--- src/rtl/uart_to_waveform_if.sv ---
// Sample-stream bundle between the serial waveform receiver and its consumer.
// master = receiver (takes the serial line, drives sample/waveform/status); slave = host side.
interface uart_to_waveform_if #(
  parameter int N_SAMPLES = 32,
  parameter int IDXW      = $clog2(N_SAMPLES)
);
  logic                          UART_in;
  logic [N_SAMPLES-1:0][13:0]    waveform;
  logic [13:0]                   sample;
  logic [IDXW-1:0]               sampleIndex;
  logic                          sampleValid;
  logic                          waveformDone;
  logic                          frameError;
  logic                          seqError;

  modport master (
    input  UART_in,
    output waveform, sample, sampleIndex, sampleValid, waveformDone, frameError, seqError
  );

  modport slave (
    output UART_in,
    input  waveform, sample, sampleIndex, sampleValid, waveformDone, frameError, seqError
  );
endinterface

--- src/rtl/uart_to_waveform.sv ---
// 8N1 receiver reassembling {hi,lo,index} records into a 14-bit sample waveform buffer.
// Outputs register one clk after the stop-bit mid sample; no backpressure, the line is never stalled.
module uart_to_waveform #(
  parameter int CLKS_PER_BIT = 16,
  parameter int N_SAMPLES    = 32,
  parameter int IDLE_BITS    = 20
) (
  input  logic               clk,
  input  logic               reset_n,
  uart_to_waveform_if.master bus
);

  localparam int HALF     = CLKS_PER_BIT / 2;
  localparam int CW       = $clog2(CLKS_PER_BIT);
  localparam int IDXW     = $clog2(N_SAMPLES);
  localparam int IDLE_CYC = IDLE_BITS * CLKS_PER_BIT;
  localparam int ICW      = $clog2(IDLE_CYC + 1);

  typedef enum logic [1:0] {S_IDLE, S_START, S_DATA, S_STOP} state_t;

  logic                       sync1_q, sync1_d, sync2_q, sync2_d;
  logic                       prev_q, prev_d;
  state_t                     state_q, state_d;
  logic [CW-1:0]              cnt_q, cnt_d;
  logic [2:0]                 bit_q, bit_d;
  logic [7:0]                 shift_q, shift_d;
  logic [ICW-1:0]             idle_q, idle_d;
  logic [1:0]                 phase_q, phase_d;
  logic [5:0]                 hi_q, hi_d;
  logic [7:0]                 lo_q, lo_d;
  logic [IDXW-1:0]            exp_q, exp_d;
  logic [N_SAMPLES-1:0][13:0] wave_q, wave_d;
  logic [13:0]                sample_q, sample_d;
  logic [IDXW-1:0]            idx_q, idx_d;
  logic                       sv_q, sv_d, done_q, done_d, ferr_q, ferr_d, serr_q, serr_d;

  logic       line;
  logic       byte_vld;
  logic [7:0] byte_dat;

  always_comb begin
    sync1_d  = bus.UART_in;
    sync2_d  = sync1_q;
    line     = sync2_q;
    prev_d   = line;
    state_d  = state_q;
    cnt_d    = cnt_q;
    bit_d    = bit_q;
    shift_d  = shift_q;
    idle_d   = '0;
    phase_d  = phase_q;
    hi_d     = hi_q;
    lo_d     = lo_q;
    exp_d    = exp_q;
    wave_d   = wave_q;
    sample_d = sample_q;
    idx_d    = idx_q;
    sv_d     = 1'b0;
    done_d   = 1'b0;
    ferr_d   = 1'b0;
    serr_d   = 1'b0;
    byte_vld = 1'b0;
    byte_dat = shift_q;

    case (state_q)
      S_IDLE: begin
        cnt_d = '0;
        // prev_q resets low, so after reset a falling edge needs the line seen high first
        if (prev_q && !line) state_d = S_START;
      end
      S_START: begin
        cnt_d = cnt_q + 1'b1;
        if (cnt_q == CW'(HALF - 1)) begin
          cnt_d = '0;
          bit_d = '0;
          if (!line) begin
            state_d = S_DATA;
          end else begin
            ferr_d  = 1'b1;
            state_d = S_IDLE;
          end
        end
      end
      S_DATA: begin
        cnt_d = cnt_q + 1'b1;
        if (cnt_q == CW'(CLKS_PER_BIT - 1)) begin
          cnt_d   = '0;
          shift_d = {line, shift_q[7:1]};
          bit_d   = bit_q + 3'd1;
          if (bit_q == 3'd7) state_d = S_STOP;
        end
      end
      default: begin
        cnt_d = cnt_q + 1'b1;
        if (cnt_q == CW'(CLKS_PER_BIT - 1)) begin
          cnt_d   = '0;
          state_d = S_IDLE;
          if (line) byte_vld = 1'b1;
          else      ferr_d   = 1'b1;
        end
      end
    endcase

    if (byte_vld) begin
      case (phase_q)
        2'd0: begin
          if (byte_dat[7:6] != 2'b00) begin
            ferr_d = 1'b1;
          end else begin
            hi_d    = byte_dat[5:0];
            phase_d = 2'd1;
          end
        end
        2'd1: begin
          lo_d    = byte_dat;
          phase_d = 2'd2;
        end
        default: begin
          phase_d = 2'd0;
          if (byte_dat == 8'(exp_q) || byte_dat == 8'd0) begin
            wave_d[byte_dat[IDXW-1:0]] = {hi_q, lo_q};
            sample_d = {hi_q, lo_q};
            idx_d    = byte_dat[IDXW-1:0];
            sv_d     = 1'b1;
            if (byte_dat != 8'(exp_q)) begin
              // index 0 out of sequence: a new waveform has started
              serr_d = 1'b1;
              exp_d  = IDXW'(1);
            end else if (exp_q == IDXW'(N_SAMPLES - 1)) begin
              done_d = 1'b1;
              exp_d  = '0;
            end else begin
              exp_d = exp_q + 1'b1;
            end
          end else begin
            serr_d = 1'b1;
            exp_d  = '0;
          end
        end
      endcase
    end

    if (ferr_d) phase_d = 2'd0;

    // a long idle-high gap realigns the record framing between bursts
    if (state_q == S_IDLE && line) begin
      idle_d = idle_q;
      if (idle_q != ICW'(IDLE_CYC)) begin
        idle_d = idle_q + 1'b1;
        if (idle_q == ICW'(IDLE_CYC - 1)) begin
          phase_d = 2'd0;
          exp_d   = '0;
        end
      end
    end
  end

  always_ff @(posedge clk or negedge reset_n) begin
    if (!reset_n) begin
      sync1_q  <= 1'b1;
      sync2_q  <= 1'b1;
      prev_q   <= 1'b0;
      state_q  <= S_IDLE;
      cnt_q    <= '0;
      bit_q    <= '0;
      shift_q  <= '0;
      idle_q   <= '0;
      phase_q  <= 2'd0;
      hi_q     <= '0;
      lo_q     <= '0;
      exp_q    <= '0;
      wave_q   <= '0;
      sample_q <= '0;
      idx_q    <= '0;
      sv_q     <= 1'b0;
      done_q   <= 1'b0;
      ferr_q   <= 1'b0;
      serr_q   <= 1'b0;
    end else begin
      sync1_q  <= sync1_d;
      sync2_q  <= sync2_d;
      prev_q   <= prev_d;
      state_q  <= state_d;
      cnt_q    <= cnt_d;
      bit_q    <= bit_d;
      shift_q  <= shift_d;
      idle_q   <= idle_d;
      phase_q  <= phase_d;
      hi_q     <= hi_d;
      lo_q     <= lo_d;
      exp_q    <= exp_d;
      wave_q   <= wave_d;
      sample_q <= sample_d;
      idx_q    <= idx_d;
      sv_q     <= sv_d;
      done_q   <= done_d;
      ferr_q   <= ferr_d;
      serr_q   <= serr_d;
    end
  end

  assign bus.waveform     = wave_q;
  assign bus.sample       = sample_q;
  assign bus.sampleIndex  = idx_q;
  assign bus.sampleValid  = sv_q;
  assign bus.waveformDone = done_q;
  assign bus.frameError   = ferr_q;
  assign bus.seqError     = serr_q;

endmodule

--- src/flat_wrapper.sv ---
// flat-port wrapper written by rule: the top's interface ports become plain ports
module uart_to_waveform_flat 
#(
  parameter int CLKS_PER_BIT = 16,
  parameter int N_SAMPLES    = 32,
  parameter int IDLE_BITS    = 20
)
  (clk, reset_n, bus_UART_in, bus_waveform, bus_sample, bus_sampleIndex, bus_sampleValid, bus_waveformDone, bus_frameError, bus_seqError);
  uart_to_waveform_if #(.N_SAMPLES(N_SAMPLES)) bus_i ();
  input  logic clk;
  input  logic reset_n;
  input wire logic [$bits(bus_i.UART_in)-1:0] bus_UART_in;
  output wire logic [$bits(bus_i.waveform)-1:0] bus_waveform;
  output wire logic [$bits(bus_i.sample)-1:0] bus_sample;
  output wire logic [$bits(bus_i.sampleIndex)-1:0] bus_sampleIndex;
  output wire logic [$bits(bus_i.sampleValid)-1:0] bus_sampleValid;
  output wire logic [$bits(bus_i.waveformDone)-1:0] bus_waveformDone;
  output wire logic [$bits(bus_i.frameError)-1:0] bus_frameError;
  output wire logic [$bits(bus_i.seqError)-1:0] bus_seqError;
  assign bus_i.UART_in = bus_UART_in;
  assign bus_waveform = bus_i.waveform;
  assign bus_sample = bus_i.sample;
  assign bus_sampleIndex = bus_i.sampleIndex;
  assign bus_sampleValid = bus_i.sampleValid;
  assign bus_waveformDone = bus_i.waveformDone;
  assign bus_frameError = bus_i.frameError;
  assign bus_seqError = bus_i.seqError;
  uart_to_waveform #(.CLKS_PER_BIT(CLKS_PER_BIT), .N_SAMPLES(N_SAMPLES), .IDLE_BITS(IDLE_BITS)) u_core (.clk(clk), .reset_n(reset_n), .bus(bus_i));
endmodule
--- config.mk ---
export PLATFORM = sky130hd
export DESIGN_NAME = uart_to_waveform_flat
export DESIGN_NICKNAME = d
export VERILOG_FILES = /design/src/rtl/uart_to_waveform_if.sv /design/src/rtl/uart_to_waveform.sv /design/src/flat_wrapper.sv
export SDC_FILE = /design/constraint.sdc
export NUM_CORES = 1
export LEC_CHECK = 0
export CORE_MARGIN = 5
export CORE_UTILIZATION = 45
export CTS_CLUSTER_SIZE = 20
export DETAILED_ROUTE_END_ITERATION = 7
export GPL_TIMING_DRIVEN = 1
export PLACE_DENSITY = 0.74
export SYNTH_ARGS = -nofsm -noshare
export SYNTH_HDL_FRONTEND = slang
export SYNTH_SLANG_ARGS = --single-unit
--- constraint.sdc ---
create_clock -name clk -period 5.9 [get_ports clk]
set_input_delay 1.18 -clock clk [delete_from_list [all_inputs] [get_ports clk]]
set_output_delay 1.18 -clock clk [all_outputs]
set_load 0.01 [all_outputs]
# [Word-level counts from Yosys, hierarchy flattened]
# Index checks and enable logic that the tools add are counted.
# Widths: inputs -> output; s select.
[op_classes] add_sub_neg=4 order_cmp=2 n_eq_ne=16 reduce_logical=20 muxes=55 n_bitwise=2
[ops] cell="$bwmux 448" count=1
[ops] cell="$demux 14 s5" count=1
[ops] cell="$mux 5" count=8
[ops] cell="$mux 2" count=12
[ops] cell="$mux 1" count=21
[ops] cell="$mux 9" count=2
[ops] cell="$mux 14" count=1
[ops] cell="$add 9x1->9 const B" count=1
[ops] cell="$eq 9x9->1 const B" count=1
[ops] cell="$ne 9x9->1 const B" count=1
[ops] cell="$reduce_and 3->1" count=3
[ops] cell="$eq 8x5->1" count=1
[ops] cell="$logic_not 8->1" count=1
[ops] cell="$mux 4" count=2
[ops] cell="$ne 2x1->1 const B" count=4
[ops] cell="$ne 8x5->1" count=1
[ops] cell="$pmux 4 s2" count=1
[ops] cell="$lt 5x6->1 const B" count=1
[ops] cell="$mux 3" count=2
[ops] cell="$pmux 2 s3" count=1
[ops] cell="$pmux 3 s2" count=1
[ops] cell="$add 5x1->5 const B" count=1
[ops] cell="$eq 5x5->1 const B" count=1
[ops] cell="$ge 5x1->1 const B" count=1
[ops] cell="other kinds (21)" count=29
[totals] in_bits=3 ff_bits=521 wordCells=149 output_inout_bits=471

# [Logic depth before layout (Yosys ltp)]
# Gate-level depths: netlist of run 1.
[depth] depth_word=10 ltp_mapped=8 mapped_depth_nobuf=7

# [Worst setup path after synthesis of run 1]
# No wires, ideal clock.
[synth_path] path_kind="flip-flop to flip-flop" start="reg u_core.shift_q[5] (netlist: u_core.byte_dat[5])" end="reg u_core.wave_q, in the netlist u_core.bus.waveform[115]" setup_slack_ns=3.405 arrival_time_ns=2.370 synth_period_minus_slack_ns=2.495 path_stages_with_launch=8 cell_sequence="dfrtp_1 -> or3_1 -> buf_6 -> or4b_1 -> buf_6 -> nor3b_4 -> buf_6 -> mux2_2"
[synth_via] elab_chain_len=3 word_cells_on_any_way=4 classes_between="eq/ne: 1; reduce/logical: 3"
[synth_lines] item="start: declaration" line_no="uart_to_waveform.sv:26" source="logic [7:0] shift_q, shift_d;"
[synth_lines] item="start signal: assignment" line_no="uart_to_waveform.sv:186" source="shift_q <= shift_d;"
[synth_lines] item="$eq 8x5->1 or $logic_not 8->1 (tied branches)" line_no="uart_to_waveform.sv:120" source="if (byte_dat == 8'(exp_q) || byte_dat == 8'd0) begin"
[synth_lines] item="$logic_or 1x1->1 *" line_no="uart_to_waveform.sv:120"
[synth_lines] item="$reduce_and 3->1 (no line) *"
[synth_lines] item="end signal: assignment" line_no="uart_to_waveform.sv:192" source="wave_q <= wave_d;"
[synth_lines] item="end: declaration" line_no="uart_to_waveform.sv:32" source="logic [N_SAMPLES-1:0][13:0] wave_q, wave_d;"
# Every way passes the cells marked *; elsewhere a longest branch is shown, timed or not.
# A chain may end at the register's enable or synchronous reset.

# [Worst setup path in the final report of run 1]
[layout_path] start="reg u_core.shift_q[7] (netlist: u_core.byte_dat[7])" end="reg u_core.wave_q, in the netlist u_core.bus.waveform[112]"
# Same word-level chain as after synthesis.

==> metrics.txt, run 1 <==
vias in the first global route about 14k; worst-path maximum fanout 14; fin util 61.0%; Slew Limit Fails 0; Fillers between 3k and 4k; final setup vio count 0; chip height between 200 and 250 um; crit end category flip-flop; kind of critical path flip-flop to flip-flop; WP data arrival 3870 ps; leading cell type in the layout, fill and taps excluded dfrtp_1; Max Freq 295 MHz; vias post-DR between 10k and 15k; H-tree levels 2; Initial Utilization approximately 45%; Iter 0 DRT Violations a little over 700; power per cell area approximately 270 mW/mm^2; Ports ~470; DPL Wire Length around 42000 um; TNS Setup 0 ps; synthesized area slightly above 0.02 mm^2; register area share after synthesis 63.4%; Area Growth Syn to Fin 34.3%; RePlAce Congestion 0.830; 1st-pass router iterations 4; placed cells between 2k and 2.5k; Port Buf Inserts around 470; most frequent cells in the layout dfrtp_1, clkdlybuf4s50_1, mux2_2; LEAKAGE roughly 13 nW; layout cells sized above 1 approximately 34%; RSZ-0062 raised after global routing no; largest net degree at the start of global routing 120; PostCTS Resize Cnt 0; gr usage total between 20% and 30%; Syn Nets roughly 1.3k; initial antenna violation count 1; DIE WIDTH 224 um; Synth warnings 0; Hold Path Class flip-flop to flip-flop; drt drc 0; status finished, final reports clean; Critical Path Start Type flip-flop; Worst-Skew Late Latency 610 ps; Nets 1769; Reg clk slew, reported paths about 60 ps; Clock Path Buffers 3; non-filler cells, final around 2.4k; synthesized instance count roughly 1.3k; CTS tree built; Primary FF master, synth dfrtp_1; Yosys cell types 58; max cap viols 0; EDFF count, synth 0; maximum vdd ir drop ~0.00028 V; final hold vios 0; Post-DRT Antenna Nets 0; Clock Skew around 26 ps; crit share post-route 57.5%; Post-synth ARST share 100%; Seq cells post-synth around 520; Hold-fix buffers, CTS 0; global route overflow 0; WL/cell 25.4 um; clk sinks about 520; # rows 78; WP data required roughly 6400 ps; min cycle time layout approximately 3400 ps; worst relative slew slack roughly a fifth; first-pass GRT wire length between 90000 and 100000 um; Vias/cell 5.37; setup bufs post-CTS 0; CTS Buf Count 54; Least-Margin Pin Slew approximately 1200 ps; Total Die Area approximately 0.05 mm^2; synthesized area per cell between 15 and 20 um^2; Root Buffer clkbuf_16; final wirelength roughly 61000 um; core area 0.0453 mm^2
stage by stage:
stage | hold slack (ps) | setup WS, ps | area [um^2] | total power, mW
after floorplan | 345 | 3400 | 20600 | 3.84
after global placement | 361 | 2570 | 25800 | 3.95
after detailed placement | 357 | 2520 | 25800 | 3.96
after CTS | 366 | 2520 | 27600 | 7.47
after global routing | 368 | 2350 | 27600 | 7.65
final | 363 | 2510 | 27600 | 7.39
worst max-delay path: stages, from the launching register on:
cell and delay, ps:
dfrtp_1 450, or3_1 550, or4b_1 930, nor3b_4 910, mux2_2 420
cells in the mapped netlist, drive strengths merged (4+ instances only):
master	count	share of area, %
nor2	14	0.26
mux2	491	27
or4	5	0.22
xor2	6	0.26
nor4	6	0.32
xnor2	7	0.30
clkbuf	66	1.2
dfrtp	519	63
and3	8	0.24
ha	12	0.73
nor3b	7	0.42
nand3	18	0.46
nor3	18	1.2
nand4	13	0.40
inv	12	0.22
buf	28	1.1
nand2	12	0.22
a21oi	10	0.24
nor2b	5	0.15
or3	4	0.12
routing by layer:
metal	share of wire [%]	vias up	wire length (um)	global-route usage, %
met5	0	-	0	0
met4	3.2	0	1940	7.13
met3	8.0	99	4890	7.84
met2	49	448	29600	39.9
met1	40	6805	24300	29.9
li1	-	5526	-	-
final timing paths:
kind                                             to          startpoint  cells past startpoint  slack, ps
min reg2reg                             u_core.line      u_core.sync1_q                      0        360
max                        u_core.bus.waveform[112]  u_core.byte_dat[7]                      4       2510
max in group asynchronous  u_core.bus.waveform[237]             reset_n                      2       4000
min in group asynchronous   u_core.bus.waveform[28]             reset_n                      1        620
max reg2reg                u_core.bus.waveform[112]  u_core.byte_dat[7]                      4       2510
min                                     u_core.line      u_core.sync1_q                      0        360
area by class of cell:
type | count | area [um^2] | area share, %
repair buffers | 490 | 4900 | 17.8
multi-input cells | 675 | 7030 | 25.5
well taps | 600 | 751 | 2.72
flip-flops and latches | 521 | 13000 | 47.2
clock buffers | 80 | 1620 | 5.87
diodes | 1 | 2.50 | 0.00906
clock inverters | 17 | 210 | 0.761
inverters | 12 | 45.0 | 0.163
registers in the layout (all words and copies together) (netlist names), 2 cells and up:
signal / flops
u_core.exp_q: 5
u_core.cnt_q: 4
u_core.bit_q: 3
u_core.bus.sample: 14
u_core.hi_q: 6
u_core.state_q: 2
u_core.idle_q: 9
u_core.lo_q: 8
u_core.bus.sampleIndex: 5
u_core.byte_dat: 8
u_core.phase_q: 2
u_core.bus.waveform: 448
logic make-up (layout without fill, tap and decap cells):
| family | count (synthesis) | count (layout) | share of synthesized area [%] |
|---|---|---|---|
| muxes | 493 | 493 | 27.1 |
| adders and majority gates | 12 | 12 | 0.730 |
| xor gates and xnor gates | 13 | 13 | 0.554 |
| DFF | 521 | 521 | 63.4 |
| and+or+nand+nor | 128 | 128 | 4.78 |
| AOI/OAI and AO/OA | 29 | 29 | 0.919 |
| buffers and inverters | 106 | 599 | 2.53 |
| other | 0 | 1 | 0 |
power breakdown:
group / leakage (nW) / switching [mW] / total (mW) / internal [mW]
sequential: 7.26 / 0.0350 / 3.64 / 3.60
combinational: 4.95 / 0.176 / 0.257 / 0.0813
clock: 0.908 / 1.43 / 3.50 / 2.07
Power figures use the tool's default switching activity.
==> run 2: changes to the inputs <==
clock period = 3.2 ns   (was 5.9 ns; I/O delays follow)
==> run 2 against run 1 <==
Net effect: largest cell class unchanged; sequential cell count stayed put; routed wire length is 0.45% higher; clock-buffer cell count is 1 lower; critical path type unchanged; utilization is 0.74 points higher; die area stayed put; clock power is 80% higher; critical path depth is 1 higher.
==> metrics.txt, run 2 (synthesis results as in run 1) <==
status finished, final reports clean; Port Buf Inserts 473 (unchanged); Slew Limit Fails 0 (unchanged); DIE WIDTH 224 um (unchanged); WP data arrival 3460 ps (-410 ps); combinational share of power 3.5% (about the same); RSZ-0062 raised after global routing no; Cell Area, Placed 0.0261 mm^2 (+1.5%); RePlAce Congestion 0.804 (-3.1%); WHS 358 ps (-4.96 ps); Buf/Inv on CP 1 (+1); crit end category flip-flop; Initial Utilization 45.4% (unchanged); Root Buffer clkbuf_16; LEAKAGE 13.3 nW (+1.7%); core area 0.0453 mm^2 (unchanged); leading cell type in the layout, fill and taps excluded dfrtp_1; non-filler cells, final 2442 (+1.9%); worst relative slew slack 20.6% (+1.9 points); most frequent cells in the layout dfrtp_1, clkdlybuf4s50_1, mux2_2; DPL Wire Length 41500 um (-0.28%); # rows 78 (unchanged); CP top delay family simple AND/OR/NAND/NOR gates; power per cell area 482 mW/mm^2 (+80%); final wirelength 61100 um (+0.45%); 1st-pass router iterations 5 (+1); WP data required 3680 ps (-2690 ps); Largest register FFs 448 (unchanged); ant diodes 0 (-1); setup bufs post-CTS 0 (unchanged); gr usage total 24.0% (+0.090 points); drt drc 0 (unchanged); Post-DRT Antenna Nets 0 (unchanged); Reg clk slew, reported paths 60 ps (about the same); Final Instance Area 0.0279 mm^2 (+1.2%); largest net degree at the start of global routing 112 (-6.7%); Hold Path Class flip-flop to flip-flop; Clock Skew 26.9 ps (+0.883 ps); Fillers 3479 (+1.1%); final worst setup slack 221 ps (-2290 ps); placed cells 2343 (+2.0%); max cap viols 0 (unchanged); sequential power share 49.7% (+0.5 points); CP max-delay cell or4b_1; crit share post-route 93.1% (+36 points); Least-Margin Pin Slew 1190 ps (-25.8 ps); Clock Path Buffers 3 (unchanged); first-pass GRT wire length 92000 um (+1.1%); Max Freq 336 MHz (+14%); Area Growth Syn to Fin 35.9%; Worst-Skew Late Latency 610 ps (about the same); global route overflow 0 (unchanged); layout cells sized above 1 35.6% (+1.5 points); maximum vdd ir drop 0.000423 V (+53%); net switching power 3.02 mW (+84%); Place WS 264 ps (-2260 ps); min cycle time layout 2980 ps (-412 ps); WL/cell 25.0 um (-1.4%); total power 13.5 mW (+82%); Ports 474 (unchanged); Total Die Area 0.0501 mm^2 (unchanged); sw frac 22.4% (+0.22 points); worst-path maximum fanout 14 (unchanged); CP max stage delay 930 ps (about the same); final setup vio count 0 (unchanged); chip height 224 um (unchanged); vias post-DR 13.0k (+1.2%); H-tree levels 2 (unchanged); PostCTS Resize Cnt 0 (unchanged); TNS Setup 0 ps (unchanged); Nets 1815 (+2.6%); fin util 61.7% (+0.74 points); initial antenna violation count 0 (-1); Vias/cell 5.33 (-0.75%); clock power share 46.8% (-0.5 points); Critical Path Start Type flip-flop; kind of critical path flip-flop to flip-flop; worst-path cell chain or3_1 > or4b_1 > nor3b_4 > buf_4 > mux2_2; final hold vios 0 (unchanged); CTS tree built; clk sinks 521 (unchanged); Internal Power 10.5 mW (+82%); Iter 0 DRT Violations 799 (+11%); vias in the first global route 13.9k (+1.5%); CTS Buf Count 54 (unchanged)
-- run 2: cell count changes in the layout (fill, tap and decap cells not counted), moves of 2 or more --
cell	change
clkbuf_1	+3
buf_12	+3
clkbuf_8	-4
clkinv_2	+2
buf_4	+42
-- run 2: routing by layer --
metal	GRT usage (%)	vias to the layer above	routed length [um]
met4	6.92	0	1810
met1	31.1	6877	25300
met5	0	-	0
met2	38.9	428	29200
met3	7.95	93	4800
li1	-	5629	-
-- run 2: path summary, 6_finish.rpt --
kind	startpoint	to	slack [ps]	cells after the start
worst min register to register	u_core.sync1_q	u_core.line	360	0
max in group asynchronous	reset_n	u_core.bus.waveform[445]	1640	3
worst max-delay path	u_core.byte_dat[7]	u_core.bus.waveform[123]	220	5
worst max register to register	u_core.byte_dat[7]	u_core.bus.waveform[123]	220	5
worst min-delay path	u_core.sync1_q	u_core.line	360	0
min in group asynchronous	reset_n	u_core.bus.waveform[41]	550	2
-- run 2: layout make-up --
cell class	count	area, um^2	share of cell area (%)
clock buffer	79	1580	5.64
clock inverter	19	206	0.739
inverter	12	45.0	0.161
multi-input combinational	675	7030	25.2
sequential	521	13000	46.7
tap	600	751	2.69
timing repair buffer	536	5290	18.9
-- run 2: what timing repair did --
item,in CTS,in global routing
endpoints found under the hold margin,37,0
endpoints found under the setup margin,0,0
hold buffers,1,0
-- run 2: power groups by stage --
stage / clock (mW) / sequential (mW) / combinational, mW
after floorplan: 0 / 6.80 / 0.283
after global placement: 0 / 6.81 / 0.462
after detailed placement: 0 / 6.82 / 0.475
after CTS: 6.44 / 6.70 / 0.482
after global routing: 6.70 / 6.70 / 0.540
final: 6.30 / 6.70 / 0.473
==> run 3: changes to the inputs <==
clock period = 2.9 ns   (was 3.2 ns; I/O delays follow)
==> run 3 against run 2 <==
Net effect: clock-buffer cell count rose by 2; hold slack better by 0.82 ps; sequential power increased by 10%; routed wire length increased by 0.20%; largest power group unchanged; critical path depth increased by 1; first-iteration DRC count fell by 13%; global-route usage grew 0.20 points; register-to-register slack worse by 20 ps; highest routed layer unchanged.
==> metrics.txt, run 3 (synthesis results as in run 1) <==
RSZ-0062 raised after global routing no; CP max stage delay 600 ps (-330 ps); Iter 0 DRT Violations 694 (-13%); Max Freq 371 MHz (+10%); core area 0.0453 mm^2 (unchanged); CP top delay family simple AND/OR/NAND/NOR gates; largest net degree at the start of global routing 76 (-32%); layout cells sized above 1 35.9% (+0.25 points); H-tree levels 2 (unchanged); CTS tree built; leading cell type in the layout, fill and taps excluded dfrtp_1; sequential power share 51.2% (+1.5 points); Port Buf Inserts 473 (unchanged); status finished, final reports clean; fin util 61.8% (about the same); CP max-delay cell dfrtp_1; final worst setup slack 202 ps (-19.1 ps); DIE WIDTH 224 um (unchanged); PostCTS Resize Cnt 0 (unchanged); LEAKAGE 13.3 nW (about the same); WP data required 3380 ps (-300 ps); Internal Power 11.2 mW (+6.8%); 1st-pass router iterations 5 (unchanged); # rows 78 (unchanged); power per cell area 517 mW/mm^2 (+7.1%); chip height 224 um (unchanged); final hold vios 0 (unchanged); worst-path cell chain xor2_1 > or4b_1 > buf_4 > nor3_4 > buf_4 > mux2_2; net switching power 3.27 mW (+8.5%); Fillers 3458 (-0.60%); Least-Margin Pin Slew 1130 ps (-63.8 ps); Post-DRT Antenna Nets 0 (unchanged); clock power share 45.1% (-1.7 points); Place WS 205 ps (-59.1 ps); DPL Wire Length 42500 um (+2.5%); first-pass GRT wire length 92600 um (+0.58%); Initial Utilization 45.4% (unchanged); sw frac 22.6% (+0.27 points); worst relative slew slack 24.9% (+4.3 points); most frequent cells in the layout dfrtp_1, clkdlybuf4s50_1, mux2_2; Clock Path Buffers 3 (unchanged); RePlAce Congestion 0.832 (+3.4%); kind of critical path flip-flop to flip-flop; flop-to-flop setup slack 200 ps (-20 ps); WL/cell 24.9 um (-0.29%); Nets 1826 (+0.61%); Clock Skew 30.4 ps (+3.49 ps); final setup vio count 0 (unchanged); crit share post-route 93.0% (about the same); combinational share of power 3.8% (+0.3 points); Buf/Inv on CP 2 (+1); Root Buffer clkbuf_16; drt drc 0 (unchanged); gr usage total 24.2% (+0.20 points); worst-path maximum fanout 12 (-2); clk sinks 521 (unchanged); crit end category flip-flop; global route overflow 0 (unchanged); initial antenna violation count 0 (unchanged); WP data arrival 3170 ps (-290 ps); setup bufs post-CTS 0 (unchanged); TNS Setup 0 ps (unchanged); Slew Limit Fails 0 (unchanged); Vias/cell 5.34 (+0.18%); Total Die Area 0.0501 mm^2 (unchanged); ant diodes 0 (unchanged); vias post-DR 13.1k (+0.68%); Area Growth Syn to Fin 36.0% (about the same); Reg clk slew, reported paths 60 ps (about the same); max cap viols 0 (unchanged); CTS Buf Count 52 (-3.7%); Critical Path Start Type flip-flop; final wirelength 61200 um (+0.20%); min cycle time layout 2700 ps (-281 ps); most frequent CP cell buf_4; Worst-Skew Late Latency 610 ps (about the same); Ports 474 (unchanged); maximum vdd ir drop 0.000545 V (+29%); vias in the first global route 14.1k (+1.6%); Hold Path Class flip-flop to flip-flop; Largest register FFs 448 (unchanged)
## run 3: power by group through the flow
stage,logic [mW],registers (mW),clock network [mW]
4_1_cts,0.554,7.39,6.66
2_1_floorplan,0.313,7.50,0
5_1_grt,0.623,7.40,6.96
6_report,0.543,7.39,6.51
3_3_place_gp,0.524,7.52,0
3_5_place_dp,0.546,7.52,0
## run 3: cell type report
type                    instances  area (um^2)  share of cell area, %
clock buffers                  81         1540                   5.51
clock inverters                16          121                  0.434
inverters                      12         45.0                  0.161
multi-input cells             675         7030                   25.1
flip-flops and latches        521        13000                   46.6
well taps                     600          751                   2.68
repair buffers                549         5440                   19.4
## run 3: path summary, 6_finish.rpt
| kind | from | end | cells after the start |
|---|---|---|---|
| max in group asynchronous | reset_n | u_core.bus.waveform[270] | 3 |
| setup reg to reg | u_core.byte_dat[4] | u_core.bus.waveform[401] | 6 |
| hold / removal | u_core.sync1_q | u_core.line | 0 |
| setup / recovery | u_core.byte_dat[4] | u_core.bus.waveform[401] | 6 |
| min in group asynchronous | reset_n | u_core.bus.waveform[88] | 2 |
| hold reg to reg | u_core.sync1_q | u_core.line | 0 |
## run 3: through the flow
| stage | instance area, um^2 | total power [mW] | cells | hold slack, ps |
|---|---|---|---|---|
| 2_1_floorplan | 20600 | 7.81 | 1302 | 284 |
| 3_3_place_gp | 26300 | 8.04 | 2356 | 351 |
| 3_5_place_dp | 26300 | 8.07 | 2356 | 347 |
| 4_1_cts | 28000 | 14.6 | 2454 | 359 |
| 5_1_grt | 28000 | 15.0 | 2454 | 362 |
| 6_report | 28000 | 14.4 | 2454 | 359 |
## run 3: repair_timing
action / 4_1_cts / 5_1_grt
hold buffers: 1 / 0
endpoints found under the setup margin: 0 / 0
endpoints found under the hold margin: 52 / 0
## run 3: metal layers
| layer | vias up | track usage [%] | routed length (um) |
|---|---|---|---|
| li1 | 5652 | - | - |
| met1 | 6924 | 31.5 | 25300 |
| met2 | 432 | 39.1 | 29100 |
| met3 | 107 | 7.61 | 4830 |
| met4 | 0 | 7.49 | 2000 |
| met5 | - | 0 | 0 |
